`src/rtl/writeback_queue_escalar.sv`:
```
// Scalar register-file write front end: arbitrates ALU/load writebacks into an
// in-order FIFO, drains one write per cycle and reports per-register pending writes.
module writeback_queue_escalar #(
    parameter int REGISTERS = 16,
    parameter int WIDTH     = 16,
    parameter int DEPTH     = 4,
    localparam int AW       = $clog2(REGISTERS),
    localparam int CW       = $clog2(DEPTH + 1)
) (
    input  logic             clk,
    input  logic             rst_n,
    input  logic             alu_valid,
    input  logic [AW-1:0]    alu_addr,
    input  logic [WIDTH-1:0] alu_data,
    output logic             alu_ready,
    input  logic             mem_valid,
    input  logic [AW-1:0]    mem_addr,
    input  logic [WIDTH-1:0] mem_data,
    output logic             mem_ready,
    input  logic             wb_stall,
    output logic             we3,
    output logic [AW-1:0]    a3,
    output logic [WIDTH-1:0] wd3,
    input  logic [AW-1:0]    chk_addr1,
    input  logic [AW-1:0]    chk_addr2,
    output logic             busy1,
    output logic             busy2,
    output logic [CW-1:0]    count,
    output logic             full,
    output logic             empty
);

    localparam int PW = $clog2(DEPTH);

    logic [AW-1:0]    addr_mem [DEPTH];
    logic [WIDTH-1:0] data_mem [DEPTH];
    logic [PW-1:0]    rd_ptr;
    logic [PW-1:0]    wr_ptr;

    logic             push;
    logic             pop;
    logic [AW-1:0]    push_addr;
    logic [WIDTH-1:0] push_data;

    assign full      = (count == CW'(DEPTH));
    assign empty     = (count == '0);
    assign mem_ready = !full;
    // Ready ignores a same-cycle pop: a full queue never accepts, even while draining.
    assign alu_ready = !full && !mem_valid;

    assign push      = (mem_valid || alu_valid) && !full;
    assign push_addr = mem_valid ? mem_addr : alu_addr;
    assign push_data = mem_valid ? mem_data : alu_data;

    assign we3 = !empty && !wb_stall;
    assign pop = we3;
    assign a3  = empty ? '0 : addr_mem[rd_ptr];
    assign wd3 = empty ? '0 : data_mem[rd_ptr];

    // NOTE: storage has no reset; occupancy comes solely from count, so stale
    // entries are never observed and the array can map onto plain RAM/flops.
    always_ff @(posedge clk) begin
        if (push) begin
            addr_mem[wr_ptr] <= push_addr;
            data_mem[wr_ptr] <= push_data;
        end
    end

    // NOTE: non-blocking assignments so every register samples pre-edge values.
    always_ff @(posedge clk) begin
        if (!rst_n) begin
            rd_ptr <= '0;
            wr_ptr <= '0;
            count  <= '0;
        end else begin
            if (push) wr_ptr <= wr_ptr + 1'b1;
            if (pop)  rd_ptr <= rd_ptr + 1'b1;
            case ({push, pop})
                2'b10:   count <= count + 1'b1;
                2'b01:   count <= count - 1'b1;
                default: count <= count;
            endcase
        end
    end

    // NOTE: outputs get defaults before the loop so no path leaves them unassigned.
    always_comb begin
        logic [PW-1:0] idx;
        busy1 = 1'b0;
        busy2 = 1'b0;
        idx   = rd_ptr;
        for (int i = 0; i < DEPTH; i++) begin
            idx = rd_ptr + PW'(i);
            if (CW'(i) < count) begin
                if (addr_mem[idx] == chk_addr1) busy1 = 1'b1;
                if (addr_mem[idx] == chk_addr2) busy2 = 1'b1;
            end
        end
    end

endmodule

```
`config.mk`:
```
export PLATFORM = sky130hd
export DESIGN_NAME = writeback_queue_escalar
export DESIGN_NICKNAME = d
export VERILOG_FILES = /design/src/rtl/writeback_queue_escalar.sv
export SDC_FILE = /design/constraint.sdc
export NUM_CORES = 1
export LEC_CHECK = 0
export ABC_CLOCK_PERIOD_IN_PS = 4900
export CELL_PAD_IN_SITES_DETAIL_PLACEMENT = 1
export CELL_PAD_IN_SITES_GLOBAL_PLACEMENT = 1
export CORE_UTILIZATION = 47
export CTS_CLUSTER_SIZE = 10
export DETAILED_ROUTE_END_ITERATION = 10
export GPL_ROUTABILITY_DRIVEN = 0
export PLACE_DENSITY_LB_ADDON = 0.3
export SLEW_MARGIN = 15
export SYNTH_ARGS = -nofsm -noshare
export SYNTH_HDL_FRONTEND = slang
export SYNTH_SLANG_ARGS = --single-unit
```
`constraint.sdc`:
```
create_clock -name clk -period 4.9 [get_ports clk]
set_input_delay 0.735 -clock clk [delete_from_list [all_inputs] [get_ports clk]]
set_output_delay 0.735 -clock clk [all_outputs]
set_load 0.005 [all_outputs]
```
# Word-level counts from Yosys, hierarchy flattened
# Memories as Yosys holds them, arrays and structs flattened. A register that Yosys moved wholly into a read port is not among the register bits.
# Index checks and enable logic that the tools add are counted.
# Widths: inputs -> output; s select.
# word_totals
out_inout_bits,30
elab_cells,63
inputBits,53
ramBits,80
ff_bits,7
latchBits,0
mem_count,2
mem_bits_ro,0
# op_classes
mux,27
div_mod_pow,0
eq_ne,11
multipliers,0
n_reduce_logical,10
bitwise_logic,0
n_lt_le_gt_ge,4
add_sub_neg,6
shift,0
# mem_list
memory,depth,word_bits,read_ports,rd_clocked_by_memory_dff,wr,line_no,rtl
data_mem,4,16,1,1,1,36,logic [WIDTH-1:0] data_mem [DEPTH];
addr_mem,4,4,4,1,1,35,logic [AW-1:0] addr_mem [DEPTH];
# op_table
op,count
$eq 4x4->1,8
$mux 16,2
$mux 1,18
$mux 2,4
$mux 4,2
$lt 1x3->1 const A,2
$lt 2x3->1 const A,2
$pmux 3 s2,1
$add 2x1->2 const B,2
$add 2x2->2 const B,2
$logic_not 1->1,4
$add 3x1->3 const B,1
$eq 3x3->1 const B,1
$logic_and 1x1->1,3
$logic_not 3->1,1
$sub 3x1->3 const B,1
$eq 2x1->1 const B,1
$eq 2x2->1 const B,1
$reduce_bool 2->1,1
$logic_or 1x1->1,1

# Depth between registers and ports, before layout
# Gate-level depths: netlist (run 1).
# depth
ltp_word,9
mapped_depth,10
ltp_nobuf,10

# Worst setup path before layout (run 1)
# OpenSTA, ideal clock, no wires.
# synth_timing
path_kind,flip-flop to output port
from,register rd_ptr[0]
to,output port busy2
path_buffers,1
slack_ps,2678
arrival_time_ps,1487
path_stages_with_launch,7
required_ps,4165
cell_sequence,dfxtp_1 buf_6 mux4_2 xor2_1 nor3_2 nand3_1 nand4_1
# synth_via
elab_chain_len,9
elab_cells_between_ends,13
cone_classes,3 x add/sub; 3 x eq/ne; 6 x mux; 1 x memory
# synth_lines
element,line_no,rtl
from (decl),37,logic [PW-1:0] rd_ptr;
from (signal assigned),77,if (pop) rd_ptr <= rd_ptr + 1'b1;
$add 2x1->2,93,idx = rd_ptr + PW'(i);
$mem_v2 4x4 *,-,
$eq 4x4->1,96,if (addr_mem[idx] == chk_addr2) busy2 = 1'b1;
$mux 1,96,
$mux 1,94,if (CW'(i) < count) begin
$mux 1,96,
$mux 1,94,
$mux 1,96,
$mux 1 *,94,
to (decl),27,"output logic busy2,"
# Mark *: on every way between the ends. The rest lies on a longest branch, timed or not.

# Worst setup path in the final report (run 1)
# layout_timing
from,register rd_ptr[0]
to,output port busy1
# layout_via
elab_chain_len,9
elab_cells_between_ends,13
cone_classes,3 x add/sub; 3 x eq/ne; 6 x mux; 1 x memory
# layout_lines
element,line_no,rtl
$add 2x1->2,93,
$mem_v2 4x4 *,-,
$eq 4x4->1,95,if (addr_mem[idx] == chk_addr1) busy1 = 1'b1;
$mux 1,95,
$mux 1,94,
$mux 1,95,
$mux 1,94,
$mux 1,95,
$mux 1 *,94,
to (decl),26,"output logic busy1,"
# Marks and branches as above.

==> results of run 1 <==
flip-flops by register name (all words and copies together) (netlist names), named ones only:
register and cells:
count 3, data_mem 64, addr_mem 16, rd_ptr 2, wr_ptr 2
worst max-delay path by stage:
| stage | start | slack, ps | cells past startpoint | end |
|---|---|---|---|---|
| floorplan | rd_ptr[0]$_SDFFE_PN0P_ | 2680 | 6 | busy2 |
| global placement | chk_addr1[1] | 1590 | 7 | busy1 |
| detailed placement | mem_valid | 1520 | 5 | data_mem[3][1]$_DFFE_PP_ |
| CTS | rd_ptr[0]$_SDFFE_PN0P_ | 1160 | 6 | busy2 |
| global route | rd_ptr[0]$_SDFFE_PN0P_ | 940 | 6 | busy2 |
| finish | rd_ptr[0]$_SDFFE_PN0P_ | 1190 | 6 | busy1 |
per-stage QoR:
stage                     cells  hold slack, ps  instance area (sq um)  util, %  power [W]
after floorplan             281             528                   4530        -    0.00178
after global placement      483             566                   5460     58.8    0.00225
after detailed placement    483             590                   5460     58.8    0.00229
after CTS                   498             609                   5700     61.3    0.00291
after global routing        498             679                   5700     61.3    0.00302
final                       498             610                   5700     61.3    0.00287
logic make-up (layout without fill, tap and decap cells):
logic type | Yosys count | count (layout) | share of synthesized area, %
AND/OR/NAND/NOR | 59 | 59 | 7.38
multiplexers | 60 | 60 | 22.5
adder cells (fa/ha/maj) | 9 | 9 | 2.49
XOR/XNOR | 35 | 35 | 6.77
buffers and inverters | 20 | 108 | 2.40
AO/OA/AOI/OAI | 9 | 9 | 1.38
flip-flops | 89 | 89 | 57.0
area by class of cell:
type,count,area [sq um]
multi-input combinational,172,1840
clock buffer,9,124
inverter,8,30.0
clock inverter,6,115
tap,129,161
sequential,89,2580
timing repair buffer,85,843
fill,897,3590
cells in the mapped netlist (4+ instances only):
cell | number | area, sq um
inv_1 | 8 | 30.0
nand3_1 | 4 | 20.0
buf_6 | 4 | 45.0
dfxtp_1 | 9 | 180
xor2_1 | 16 | 140
mux2i_1 | 6 | 60.1
edfxtp_1 | 80 | 2400
mux2_2 | 23 | 259
and2_1 | 10 | 62.6
nor2b_1 | 21 | 131
xnor2_1 | 19 | 166
nor2_1 | 9 | 33.8
mux4_2 | 30 | 676
nand4_1 | 6 | 37.5
ha_1 | 9 | 113
power groups by stage:
stage,Combinational (W),Sequential [W],Clock [W]
2_1_floorplan,0.000744,0.00104,0
3_3_place_gp,0.00115,0.00110,0
3_5_place_dp,0.00118,0.00112,0
4_1_cts,0.00120,0.00110,0.000609
5_1_grt,0.00127,0.00112,0.000635
6_report,0.00117,0.00110,0.000603
worst max-delay path, stage by stage, from the launching register on:
cell,delay [ps]
dfxtp_1,910
mux4_1,710
xor2_1,170
nor2_1,100
nand4_1,120
nand4_1,120
clkdlybuf4s50_1,510
layer usage:
metal,routed length [um],share of wire [%],vias to the layer above
met5,0,0,-
met4,179,1.7,0
met3,316,3.0,18
met2,5660,54,75
met1,4400,42,1399
li1,-,-,1236
==> run metrics, run 1 <==
CP arrival=2980 ps; Antenna Violating Nets Remaining=0; Pwr Density=504 nW/um^2; final critical-path required period=3710 ps; CTS clk-pin slew, worst paths=80 ps; Critical Path Start Type=flip-flop; synth warn=0; setup TNS=0 ps; Slew Limit Fails=0; Core Area=9280 sq um; FP Rows=35; H-tree level count=3; cts hold-fix bufs=0; #FFs+latches synth=89; kind of critical path=reg2out; power share of the clock group=21.0%; CTS sink cnt=89; Reg-to-Reg End=data_mem[3][3]$_DFFE_PP_; final worst slack=1190 ps; endpoints failing hold=0; worst slack, placed=1520 ps; Post-layout nets=427; total iterations of the first detailed-routing run=4; Via Count=2,728; Starting Density=48.8%; number of flops mapped to enable cells by yosys=80; total gr overflow=0; CTS tree=yes; crit end category=primary output; Pleak=1.88 nW; sequential share of power=38.2%; Synth Flop Type=edfxtp_1; pin slew with the least headroom to its limit=1130 ps; most frequent cells in the layout=clkdlybuf4s50_1, edfxtp_1, mux4_2, mux2_2, nor2b_1; wire per inst=21.2 um; drc violations=0; most common cell after layout, fill and taps aside=clkdlybuf4s50_1; total wire length=10,600 um; # diodes=0; Port Buffers=82; period utilization=75.8%; overall routing resource usage=22.5%; ys async rst share=0%; Initial DRC Count=128; Min-Delay Startpoint=wr_ptr[1]$_SDFFE_PN0P_; RSZ-0062 raised after global routing=false; met1 Use GR=27.9%; Gate Count Post-Synth=281; Clock Tree Buf Depth=2; Max-slew headroom=24.7%; IO Pins=83; RR Startpoint=count[0]$_SDFFE_PN0P_; syn nets=343; Hold EP=wr_ptr[1]$_SDFFE_PN0P_; Avg Cell Area, Syn=16.1 sq um; Yosys cell types=30; worst skew pair latency=350 ps; power share of the combinational group=40.8%; run status=complete, no violations; antenna violations before repair=0; sequential area share after synthesis=57.0%; busiest grt layer=met2; met3 Track Usage GR=3.55%; detailed placement HPWL=7240 um; hold path cells=2; vias in the first global route=3,007; Root Buffer=clkbuf_8; largest net degree at the start of global routing=23; Worst Path Required=4160 ps; fmax=269 MHz; area grow syn2layout=25.8%; switching share of power=31.1%; GR Util met2=40.5%; HP Class=reg2reg; Peak supply drop=265 uV; FF-to-FF path depth=6; Die Span X=100 um; global-route wire length before repair=16,400 um; switching power=0.000894 W; die height=100 um; Die ar.=10,000 sq um; share of cells above drive strength 1=19.8%; Final setup viols=0; setup fix buffers added after clock tree synthesis=0; number of buffers created by CTS=9; Int Pwr=0.00198 W; worst-path maximum fanout=18; post-CTS sizing=0; number of max-cap violations=0; final worst clock skew=8.88 ps; Vias/cell=5.48; R2R Setup Slk=2170 ps; Post-Syn Area=4530 sq um
(Power assumes the default switching activity.)
==> run 2: changes to the inputs <==
- ABC_CLOCK_PERIOD_IN_PS: 4900 -> 3750
- CORE_UTILIZATION: 47 -> 44
- clock period: 4.9 -> 3.75 ns (I/O delays scaled with it)
==> run 2 against run 1 <==
Effect of this change:
- critical path depth is the same
- clock skew increased by 8.4 ps
- final area is essentially flat
- via count shrank 0.51%
- register-to-register slack worse by 950 ps
- die area increased by 6.7%
==> run metrics, run 2 (synthesis results as in run 1) <==
worst skew pair latency=350 ps (about the same); Worst path max stage delay=760 ps (was 910 ps); vias in the first global route=2,902 (was 3,007); period utilization=89.7%; Peak supply drop=282 uV (was 265 uV); total wire length=9720 um (was 10,600 um); Clock Tree Buf Depth=2 (unchanged); most common cell after layout, fill and taps aside=clkdlybuf4s50_1 (unchanged); Reg-to-Reg End=addr_mem[3][3]$_DFFE_PP_ (was data_mem[3][3]$_DFFE_PP_); CTS clk-pin slew, worst paths=80 ps (about the same); Core Area=9860 sq um (was 9280 sq um); RR Startpoint=count[0]$_SDFFE_PN0P_ (unchanged); CP arrival=2800 ps (was 2980 ps); FP Rows=36 (was 35); R2R Setup Slk=1220 ps (was 2170 ps); Critical Path Start Type=flip-flop (unchanged); detailed placement HPWL=7170 um (was 7240 um); crit end category=primary output (unchanged); overall routing resource usage=20.1% (was 22.5%); Slew Limit Fails=0 (unchanged); Antenna Violating Nets Remaining=0 (unchanged); kind of critical path=reg2out (unchanged); Starting Density=45.9% (was 48.8%); fillers=945 (was 897); Final setup viols=0 (unchanged); endpoints failing hold=0 (unchanged); global-route wire length before repair=15,500 um (was 16,400 um); HP Class=reg2reg (unchanged); setup fix buffers added after clock tree synthesis=0 (unchanged); total iterations of the first detailed-routing run=4 (unchanged); Pwr Total=0.00356 W (was 0.00287 W); Top reg by flops=data_mem (unchanged); Vias/cell=5.31 (was 5.48); number of buffers created by CTS=9 (unchanged); CTS tree=yes (unchanged); fmax=297 MHz; CP cell instances=mux4_2 > xor2_1 > nor3_1 > nand3_1 > nand4_1 > clkdlybuf4s50_1 (was mux4_1 > xor2_1 > nor2_1 > nand4_1 > nand4_1 > clkdlybuf4s50_1); Top Registers=data_mem (64), addr_mem (16), count (3) (unchanged); wire per inst=19.0 um (was 21.2 um); number of max-cap violations=0 (unchanged); post-CTS sizing=0 (unchanged); FF-to-FF path depth=7 (was 6); hold path cells=2 (unchanged); RSZ-0062 raised after global routing=false (unchanged); run status=complete, no violations (unchanged); IO Pins=83 (unchanged); final critical-path required period=3360 ps; die height=103 um (was 100 um); Root Buffer=clkbuf_8 (unchanged); final worst clock skew=17.2 ps (was 8.88 ps); Max-slew headroom=49.7% (was 24.7%); setup TNS=0 ps (unchanged); pin slew with the least headroom to its limit=753 ps (was 1130 ps); Initial DRC Count=89 (was 128); Die ar.=10,700 sq um (was 10,000 sq um); cts hold-fix bufs=0 (unchanged); CTS sink cnt=89 (unchanged); Pwr Density=625 nW/um^2 (was 504 nW/um^2); critical path depth=6 (unchanged); most frequent cells in the layout=clkdlybuf4s50_1, edfxtp_1, mux4_2, mux2_2, nor2b_1 (unchanged); CP top delay family=flip-flops (unchanged); Via Count=2,714 (was 2,728); Port Buffers=82 (unchanged); drc violations=0 (unchanged); # diodes=0 (unchanged); H-tree level count=3 (unchanged); Min-Delay Startpoint=wr_ptr[1]$_SDFFE_PN0P_ (unchanged); area grow syn2layout=25.9% (was 25.8%); antenna violations before repair=0 (unchanged); CP bufs+invs=1 (unchanged); max reg flops=64 (unchanged); Post-layout nets=435 (was 427); CP max stage cell=dfxtp_1 (unchanged); Die Span X=103 um (was 100 um); share of cells above drive strength 1=21.4% (was 19.8%); worst-path maximum fanout=15 (was 18); Hold EP=wr_ptr[1]$_SDFFE_PN0P_ (unchanged); total gr overflow=0 (unchanged); Pleak=1.89 nW (was 1.88 nW); largest net degree at the start of global routing=22 (was 23); Worst Path Required=3190 ps (was 4160 ps)
-- run 2: changes by cell type in the layout (fill, tap and decap cells not counted), sizes merged --
cell,delta
buf,+8
clkbuf,+1
clkinv,+2
clkinvlp,+1
bufinv,-3
-- run 2: stage by stage --
stage	worst slack (ps)	instances	hold slack [ps]	area (sq um)	util, %
3_5_place_dp	707	495	563	5520	56.0
6_report	386	511	569	5700	57.8
5_1_grt	155	511	601	5700	57.8
4_1_cts	327	511	576	5700	57.8
3_3_place_gp	753	495	566	5520	56.0
2_1_floorplan	1590	281	528	4530	-
-- run 2: worst max path at each step --
stage / from / to / slack (ps)
after global placement: rd_ptr[0]$_SDFFE_PN0P_ / busy2 / 750
final: rd_ptr[1]$_SDFFE_PN0P_ / busy2 / 390
after detailed placement: rd_ptr[1]$_SDFFE_PN0P_ / busy1 / 710
after floorplan: count[0]$_SDFFE_PN0P_ / addr_mem[0][0]$_DFFE_PP_ / 1590
after global routing: rd_ptr[1]$_SDFFE_PN0P_ / busy1 / 160
after CTS: rd_ptr[1]$_SDFFE_PN0P_ / busy1 / 330
-- run 2: final cells by class --
class / instances / area (sq um) / share of cell area, %
timing repair buffer: 93 / 903 / 15.9
clock buffer: 10 / 128 / 2.24
multi-input combinational: 172 / 1840 / 32.3
clock inverter: 6 / 50.0 / 0.878
inverter: 8 / 30.0 / 0.527
tap: 133 / 166 / 2.92
sequential: 89 / 2580 / 45.3
-- run 2: worst reg2reg max path: stages, from the launching register on --
cell and delay (ps):
dfxtp_1 490, inv_1 110, ha_1 220, nand2_1 100
inv_1 90, nor2_1 430, and2_1 430, buf_4 340
-- run 2: power by group --
part           internal, W  switching, W  total [W]
combinational     0.000889      0.000669    0.00156
clock             0.000248      0.000348   0.000596
sequential         0.00127      0.000137    0.00141
-- run 2: metal layers --
layer  GRT usage, %  share of wire, %
met1           27.0                44
met2           33.7                51
met3           2.89               3.5
met4           7.04               1.6
met5              0                 0
==> run 3: changes to the inputs <==
==> constraint.sdc (replaced) <==
create_clock -name clk -period 3.75 [get_ports clk]
set_input_delay 0.9375 -clock clk [delete_from_list [all_inputs] [get_ports clk]]
set_output_delay 0.9375 -clock clk [all_outputs]
set_load 0.005 [all_outputs]
==> run 3 against run 2 <==
Effect of this change:
- power up 3.0%
- hold slack better by 27 ps
- largest cell class unchanged
- first-iteration DRC count down 16%
- global-route usage up 0.55 points
==> run metrics, run 3 (synthesis results as in run 1) <==
CTS clk-pin slew, worst paths=80 ps (about the same); Die ar.=10,700 sq um (unchanged); worst-path maximum fanout=4 (was 15); CP top delay family=buffers and inverters (was flip-flops); final worst clock skew=11.3 ps (was 17.2 ps); worst skew pair latency=350 ps (about the same); hold path cells=2 (unchanged); Slew Limit Fails=0 (unchanged); CP cell instances=clkdlybuf4s50_1 > inv_1 > xnor2_1 > nor3_1 > nand3_1 > nand4_1 > clkdlybuf4s50_1 (was mux4_2 > xor2_1 > nor3_1 > nand3_1 > nand4_1 > clkdlybuf4s50_1); run status=complete, no violations (unchanged); number of buffers created by CTS=9 (unchanged); Worst Path Required=2810 ps (was 3190 ps); Top Registers=data_mem (64), addr_mem (16), count (3) (unchanged); FP Rows=36 (unchanged); share of cells above drive strength 1=23.2% (was 21.4%); global-route wire length before repair=15,600 um (was 15,500 um); Final setup viols=0 (unchanged); design area=5780 sq um (was 5700 sq um); kind of critical path=in2out (was reg2out); Pleak=1.95 nW (was 1.89 nW); total iterations of the first detailed-routing run=4 (unchanged); IO Pins=83 (unchanged); number of max-cap violations=0 (unchanged); Die Span X=103 um (unchanged); CP bufs+invs=3 (was 1); CP max stage cell=clkdlybuf4s50_1 (was dfxtp_1); detailed placement HPWL=7590 um (was 7170 um); Initial DRC Count=75 (was 89); Clock Tree Buf Depth=2 (unchanged); FF/Latch Area=2580 sq um (about the same); period utilization=97.2% (was 89.7%); H-tree level count=3 (unchanged); wire per inst=19.7 um (was 19.0 um); fmax=274 MHz (was 297 MHz); drc violations=0 (unchanged); die height=103 um (unchanged); Pwr Density=635 nW/um^2 (was 625 nW/um^2); HP Class=reg2reg (unchanged); most frequent cell on the critical path=clkdlybuf4s50_1; Via Count=2,736 (was 2,714); Root Buffer=clkbuf_8 (unchanged); Core Area=9860 sq um (unchanged); RSZ-0062 raised after global routing=false (unchanged); most frequent cells in the layout=clkdlybuf4s50_1, edfxtp_1, mux4_2, mux2_2, nor2b_1 (unchanged); CTS tree=yes (unchanged); # diodes=0 (unchanged); cts hold-fix bufs=0 (unchanged); Vias/cell=5.30 (was 5.31); FF-to-FF path depth=8 (was 7); Starting Density=45.9% (unchanged); CTS sink cnt=89 (unchanged); CP arrival=2710 ps (was 2800 ps); Antenna Violating Nets Remaining=0 (unchanged); Top reg by flops=data_mem (unchanged); final critical-path required period=3650 ps (was 3360 ps); max reg flops=64 (unchanged); RR Startpoint=count[0]$_SDFFE_PN0P_ (unchanged); critical path depth=7 (was 6); Peak supply drop=272 uV (was 282 uV); fillers=930 (was 945); Pwr Total=0.00367 W (was 0.00356 W); Port Buffers=82 (unchanged); Placed Area=5580 sq um (was 5520 sq um); total wire length=10,100 um (was 9720 um); Critical Path Start Type=input pin (was flip-flop); antenna violations before repair=0 (unchanged); multi-input logic area=1840 sq um (unchanged); largest net degree at the start of global routing=22 (unchanged); endpoints failing hold=0 (unchanged); vias in the first global route=2,850 (was 2,902); Post-layout nets=441 (was 435); overall routing resource usage=20.7% (was 20.1%); pin slew with the least headroom to its limit=538 ps (was 753 ps); Crit. Startpoint=chk_addr1[3] (was rd_ptr[1]$_SDFFE_PN0P_); setup TNS=0 ps (unchanged); most common cell after layout, fill and taps aside=clkdlybuf4s50_1 (unchanged); Worst path max stage delay=530 ps (was 760 ps); Max-slew headroom=64.2% (was 49.7%); crit end category=primary output (unchanged); Min-Delay Startpoint=wr_ptr[1]$_SDFFE_PN0P_ (unchanged); area grow syn2layout=27.7% (was 25.9%); total gr overflow=0 (unchanged)
## run 3: worst min-delay path: stages (launching register included)
cell,delay [ps]
dfxtp_1,360
mux2i_1,140
nor2b_1,60
## run 3: path summary, 6_finish.rpt
path	to	slack, ps
setup / recovery	busy1	100
hold / removal	wr_ptr[1]$_SDFFE_PN0P_	600
setup reg to reg	data_mem[3][6]$_DFFE_PP_	1470
hold reg to reg	wr_ptr[1]$_SDFFE_PN0P_	600
## run 3: metrics by stage
stage	setup WS (ps)	std cells	hold slack (ps)	util (%)
finish	104	516	596	58.6
global route	5.73	516	654	58.6
CTS	71.4	516	589	58.6
detailed placement	76.0	501	570	56.6
global placement	99.8	501	558	56.6
floorplan	1170	281	528	-
## run 3: repair_timing
item	CTS	global route
buffers inserted	0	0
cloned	0	0
gates resized for setup	1	2
endpoints found under the setup margin	2	1
## run 3: area by class of cell
| cell class | instances | share of cell area [%] |
|---|---|---|
| multi-input cells | 172 | 31.8 |
| flip-flops and latches | 89 | 44.7 |
| clock buffers | 9 | 2.14 |
| repair buffers | 99 | 16.7 |
| inverters | 8 | 0.519 |
| well taps | 133 | 2.88 |
| clock inverters | 6 | 1.30 |
## run 3: report_power, final
part | switching, W | internal [W] | total, W
Clock | 0.000345 | 0.000316 | 0.000661
Combinational | 0.000720 | 0.000907 | 0.00163
Sequential | 0.000110 | 0.00127 | 0.00138
## run 3: metal layers
layer | wire length (um) | share of wire (%) | GRT usage [%]
met1 | 4180 | 41 | 25.4
met2 | 5400 | 53 | 35.9
met3 | 405 | 4.0 | 4.37
met4 | 152 | 1.5 | 7.91
met5 | 0 | 0 | 0
